<file path="src/rtl/shift_pkg.sv">
// Shared types and helpers for the multi-cycle shift engine.
package shift_pkg;

    typedef enum logic [1:0] {
        SRL = 2'b00,
        SLL = 2'b01,
        SRA = 2'b10,
        SLA = 2'b11
    } shift_op_t;

    typedef enum logic [1:0] {
        IDLE  = 2'b00,
        SHIFT = 2'b01,
        DONE  = 2'b10
    } state_t;

    // Amounts at or beyond the operand width all saturate to a full-width shift.
    function automatic int unsigned clamp_amt(int unsigned amt, int unsigned width);
        return (amt >= width) ? width : amt;
    endfunction

endpackage

</file>
<file path="src/rtl/seq_shifter_if.sv">
// Request/result handshake bundle between operand source, shift engine and result consumer.
interface seq_shifter_if #(
    parameter int unsigned WIDTH = 8,
    parameter int unsigned AW    = $clog2(WIDTH) + 1
);
    logic             in_valid;
    logic             in_ready;
    logic [WIDTH-1:0] in_data;
    logic [AW-1:0]    in_amt;
    logic [1:0]       in_op;
    logic             in_signed;
    logic             out_valid;
    logic             out_ready;
    logic [WIDTH-1:0] out_data;
    logic             busy;

    modport master (
        output in_valid, in_data, in_amt, in_op, in_signed, out_ready,
        input  in_ready, out_valid, out_data, busy
    );

    modport slave (
        input  in_valid, in_data, in_amt, in_op, in_signed, out_ready,
        output in_ready, out_valid, out_data, busy
    );
endinterface

</file>
<file path="src/rtl/shift_step.sv">
// Combinational single-position shifter used once per SHIFT cycle.
module shift_step
    import shift_pkg::*;
#(
    parameter int unsigned WIDTH = 8
) (
    input  logic [WIDTH-1:0] acc,
    input  shift_op_t        op,
    input  logic             fill_bit,
    output logic [WIDTH-1:0] next_acc
);

    always_comb begin
        next_acc = acc;
        unique case (op)
            SRL:      next_acc = {1'b0, acc[WIDTH-1:1]};
            SLL, SLA: next_acc = {acc[WIDTH-2:0], 1'b0};
            SRA:      next_acc = {fill_bit, acc[WIDTH-1:1]};
            default:  next_acc = acc;
        endcase
    end

endmodule

</file>
<file path="src/rtl/seq_shifter.sv">
// Multi-cycle shift engine: accepts an operand, shifts one position per clock, returns the result.
module seq_shifter
    import shift_pkg::*;
#(
    parameter int unsigned WIDTH = 8,
    parameter int unsigned AW    = $clog2(WIDTH) + 1
) (
    input  logic          clk,
    input  logic          rst_n,
    seq_shifter_if.slave  bus
);

    state_t           state_q, state_d;
    logic [WIDTH-1:0] acc_q, acc_d;
    logic [AW-1:0]    cnt_q, cnt_d;
    shift_op_t        op_q, op_d;
    logic             fill_q, fill_d;
    logic [WIDTH-1:0] step_acc;
    logic [AW-1:0]    amt_clamped;
    shift_op_t        in_op_t;

    assign in_op_t     = shift_op_t'(bus.in_op);
    assign amt_clamped = AW'(clamp_amt(32'(bus.in_amt), WIDTH));

    shift_step #(
        .WIDTH (WIDTH)
    ) u_step (
        .acc      (acc_q),
        .op       (op_q),
        .fill_bit (fill_q),
        .next_acc (step_acc)
    );

    always_ff @(posedge clk or negedge rst_n) begin
        if (!rst_n) begin
            state_q <= IDLE;
            acc_q   <= '0;
            cnt_q   <= '0;
            op_q    <= SRL;
            fill_q  <= 1'b0;
        end else begin
            state_q <= state_d;
            acc_q   <= acc_d;
            cnt_q   <= cnt_d;
            op_q    <= op_d;
            fill_q  <= fill_d;
        end
    end

    always_comb begin
        state_d = state_q;
        acc_d   = acc_q;
        cnt_d   = cnt_q;
        op_d    = op_q;
        fill_d  = fill_q;
        unique case (state_q)
            IDLE: begin
                if (bus.in_valid) begin
                    acc_d   = bus.in_data;
                    op_d    = in_op_t;
                    // Sign fill only matters for a signed arithmetic right shift.
                    fill_d  = bus.in_signed & bus.in_data[WIDTH-1] & (in_op_t == SRA);
                    cnt_d   = amt_clamped;
                    state_d = (amt_clamped == '0) ? DONE : SHIFT;
                end
            end
            SHIFT: begin
                if (cnt_q != '0) begin
                    acc_d = step_acc;
                    cnt_d = cnt_q - AW'(1);
                end
                if (cnt_q <= AW'(1)) begin
                    state_d = DONE;
                end
            end
            DONE: begin
                if (bus.out_ready) begin
                    state_d = IDLE;
                end
            end
            default: state_d = IDLE;
        endcase
    end

    assign bus.in_ready  = (state_q == IDLE);
    assign bus.out_valid = (state_q == DONE);
    assign bus.busy      = (state_q != IDLE);
    assign bus.out_data  = acc_q;

endmodule

</file>
<file path="src/flat_wrapper.sv">
// flat-port wrapper written by rule: the top's interface ports become plain ports
module seq_shifter_flat import shift_pkg::*;
#(
    parameter int unsigned WIDTH = 8,
    parameter int unsigned AW    = $clog2(WIDTH) + 1
)
  (clk, rst_n, bus_in_valid, bus_in_data, bus_in_amt, bus_in_op, bus_in_signed, bus_out_ready, bus_in_ready, bus_out_valid, bus_out_data, bus_busy);
  seq_shifter_if #(.WIDTH(WIDTH), .AW(AW)) bus_i ();
  input  logic clk;
  input  logic rst_n;
  input wire logic [$bits(bus_i.in_valid)-1:0] bus_in_valid;
  input wire logic [$bits(bus_i.in_data)-1:0] bus_in_data;
  input wire logic [$bits(bus_i.in_amt)-1:0] bus_in_amt;
  input wire logic [$bits(bus_i.in_op)-1:0] bus_in_op;
  input wire logic [$bits(bus_i.in_signed)-1:0] bus_in_signed;
  input wire logic [$bits(bus_i.out_ready)-1:0] bus_out_ready;
  output wire logic [$bits(bus_i.in_ready)-1:0] bus_in_ready;
  output wire logic [$bits(bus_i.out_valid)-1:0] bus_out_valid;
  output wire logic [$bits(bus_i.out_data)-1:0] bus_out_data;
  output wire logic [$bits(bus_i.busy)-1:0] bus_busy;
  assign bus_i.in_valid = bus_in_valid;
  assign bus_i.in_data = bus_in_data;
  assign bus_i.in_amt = bus_in_amt;
  assign bus_i.in_op = bus_in_op;
  assign bus_i.in_signed = bus_in_signed;
  assign bus_i.out_ready = bus_out_ready;
  assign bus_in_ready = bus_i.in_ready;
  assign bus_out_valid = bus_i.out_valid;
  assign bus_out_data = bus_i.out_data;
  assign bus_busy = bus_i.busy;
  seq_shifter #(.WIDTH(WIDTH), .AW(AW)) u_core (.clk(clk), .rst_n(rst_n), .bus(bus_i));
endmodule
</file>
<file path="config.mk">
export PLATFORM = sky130hd
export DESIGN_NAME = seq_shifter_flat
export DESIGN_NICKNAME = d
export VERILOG_FILES = /design/src/rtl/shift_pkg.sv /design/src/rtl/seq_shifter_if.sv /design/src/rtl/shift_step.sv /design/src/rtl/seq_shifter.sv /design/src/flat_wrapper.sv
export SDC_FILE = /design/constraint.sdc
export NUM_CORES = 1
export LEC_CHECK = 0
export BUFFER_PORTS_ARGS = -buffer_cell sky130_fd_sc_hd__buf_4
export CAP_MARGIN = 10
export CORE_UTILIZATION = 40
export CTS_CLUSTER_DIAMETER = 60
export CTS_CLUSTER_SIZE = 12
export DETAILED_ROUTE_END_ITERATION = 10
export PLACE_DENSITY_LB_ADDON = 0.08
export SETUP_SLACK_MARGIN = 0.5
export SYNTH_ARGS = -nofsm -noshare
export SYNTH_HDL_FRONTEND = slang
export SYNTH_SLANG_ARGS = --single-unit
</file>
<file path="constraint.sdc">
create_clock -name clk -period 4.35 [get_ports clk]
set_input_delay 0.435 -clock clk [delete_from_list [all_inputs] [get_ports clk]]
set_output_delay 0.435 -clock clk [all_outputs]
set_load 0.1 [all_outputs]
</file>
==> out/metrics.yaml <==
coreArea_sq_um: 2500
rsz0062_at_grt: "no"
drc_errors: 0
hold_slack_ns: 0.382
syn_area_per_cell_sq_um: 9.58
synth_nets: 132
hold_depth: 2
gr-usage-met1: 0.249
startpoint_type: "flop"
fp.dieW_um: 53.6
ys_ff_latch: 17
area_growth_pct: 22.7
drive_above_1_share: 0.299
die_area_sq_um: 2870
r2r_start: "u_core.cnt_q[0]"
grt_max_degree: 18
drt-wirelength-per-cell_um: 14.0
worstPathCellList: "or2_2 -> inv_1 -> buf_4"
slowest_delay_ns: 0.51
dp_hpwl_um: 1660
syn_inst: 111
seq_area_frac_synth: 0.400
period_minus_slack_ns: 1.92
finalSetupViolCount: 0
path_max_fanout: 12
cts.sinks: 17
place.gp.congestion: 0.803
r2r-end: "u_core.cnt_q[2]"
tightest_slew_ns: 0.806
maxCapViolations: 0
reg2reg_depth: 5
setup_tns_ns: 0
min-delay-start: "bus_in_op[0]"
run_status: "complete, no violations"
tritoncts: "done"
clk_pin_slew_ns: 0.11
ios: 30
r2r_setup_slack_ns: 2.55
row_count: 18
synthFlopType: "dfrtp_1"
clk_latency_ns: 0.29
grt_antenna_before_repair: 0
synth_area_leaders: "dfrtp_1 40%, a211oi_1 6.4%, o31ai_1 5.6%, nor2b_1 5.3%, o21ai_0 5.2%"
met2_usage: 0.302
final_cell_mix: "29 x buf_4, 17 x dfrtp_1, 11 x o21ai_0"
die_h_um: 53.6
grt_busiest_layer: "met2"
drt_first_pass_iters: 4
root_buffer: "clkbuf_4"
finClkSkew_ns: 0.00744
yosysTopAreaCell: "dfrtp_1"
endpoint_kind: "output port"
hold_violations: 0
synth_edf_count: 0
layout_commonest_cell: "buf_4"
grt_pass1_wl_um: 3820
grt-ovfl-total: 0
worstPathArrival_ns: 1.48
cts.path.max_buffers: 2
ys_async_sr_fraction: 1.00
slew_headroom: 0.462
grtUsageTotal: 0.185
ys_warn_count: 0
use_met3: 0.0508
fin_nets: 159
min_path_type: "primary input to flop"
viasPerCell: 5.53
synth.top_cell.area_share: 0.400
cts_buffers: 3
holdBufCountCts: 1
timing.fmax_mhz: 521
slew_viol_final: 0
hold_end: "u_core.op_q[0]"
start_util: 0.425
ys_types: 34
drtAntennaViolNets: 0
n_antenna_cell: 0
vias: 924
drtIter0Drc: 16
wl_um: 2330
grt_pass1_vias: 813
cp_slowest_cell: "dfrtp_1"
syn_area_sq_um: 1060
required_ns: 3.91
criticalPathCategory: "flop to output port"
htreeDepth: 1
cts_resized: 0
io_buffers: 29
postCtsSetupRepairBufs: 0
period_share: 0.441
## metal layers
metal,vias to the layer above,routed length (um)
li1,463,-
met1,432,1130
met2,27,1070
met3,2,115
met4,0,15
met5,-,0
## state kept, by name, indices dropped and copies added (netlist names)
register             count
u_core.cnt_q             4
u_core.op_q              2
u_core.state_q           2
u_core.fill_q            1
u_core.bus.out_data      8
## through the flow
| step | instance area (sq um) | util | instances | setup slack, ns |
|---|---|---|---|---|
| finish | 1310 | 0.522 | 167 | 2.43 |
| global route | 1310 | 0.522 | 167 | 2.34 |
| CTS | 1310 | 0.522 | 167 | 2.42 |
| detailed placement | 1270 | 0.508 | 162 | 2.56 |
| global placement | 1270 | 0.508 | 162 | 2.65 |
| floorplan | 1060 | - | 111 | 2.07 |
## synthesized netlist by cell type (3+ instances only)
master    count
dfrtp_1      17
mux2_2        3
buf_2         4
o21ai_0      11
nand2b_1      3
a211oi_1      9
nor2_1        9
o31ai_1       8
inv_1         5
nor2b_1       9
a21oi_1       3
## worst max-delay path: cells and delay by family (launching register included)
| kind | cells | cell delay [ns] |
|---|---|---|
| buffers and inverters | 2 | 0.34 |
| AND/OR/NAND/NOR | 1 | 0.35 |
| flip-flops | 1 | 0.51 |
## logic make-up after synthesis
family                   after synthesis  synth area share
buffers and inverters                 13            0.0647
AND/OR/NAND/NOR                       35             0.220
AO/OA/AOI/OAI                         41             0.260
multiplexers                           3            0.0318
flip-flops                            17             0.400
adder cells (fa/ha/maj)                2            0.0235
## layout make-up
cell class                 instances  area (sq um)
clock buffer                       4          26.3
fill                             240          1190
tap                               30          37.5
inverter                           5          18.8
sequential                        17           425
multi-input combinational         81           569
timing repair buffer              30           228
## worst max-delay path by stage
stage	start	end	slack, ns	depth (start not counted)
floorplan	u_core.state_q[1]	bus_out_valid	2.07	2
global placement	u_core.cnt_q[0]	u_core.bus.out_data[6]	2.65	5
detailed placement	u_core.cnt_q[0]	u_core.cnt_q[2]	2.56	5
CTS	u_core.state_q[0]	bus_in_ready	2.42	3
global route	u_core.state_q[0]	bus_in_ready	2.34	3
finish	u_core.state_q[0]	bus_in_ready	2.43	3
Power is not shown: default switching activity piles up to over one toggle a cycle in this logic, so the estimate is an artifact.
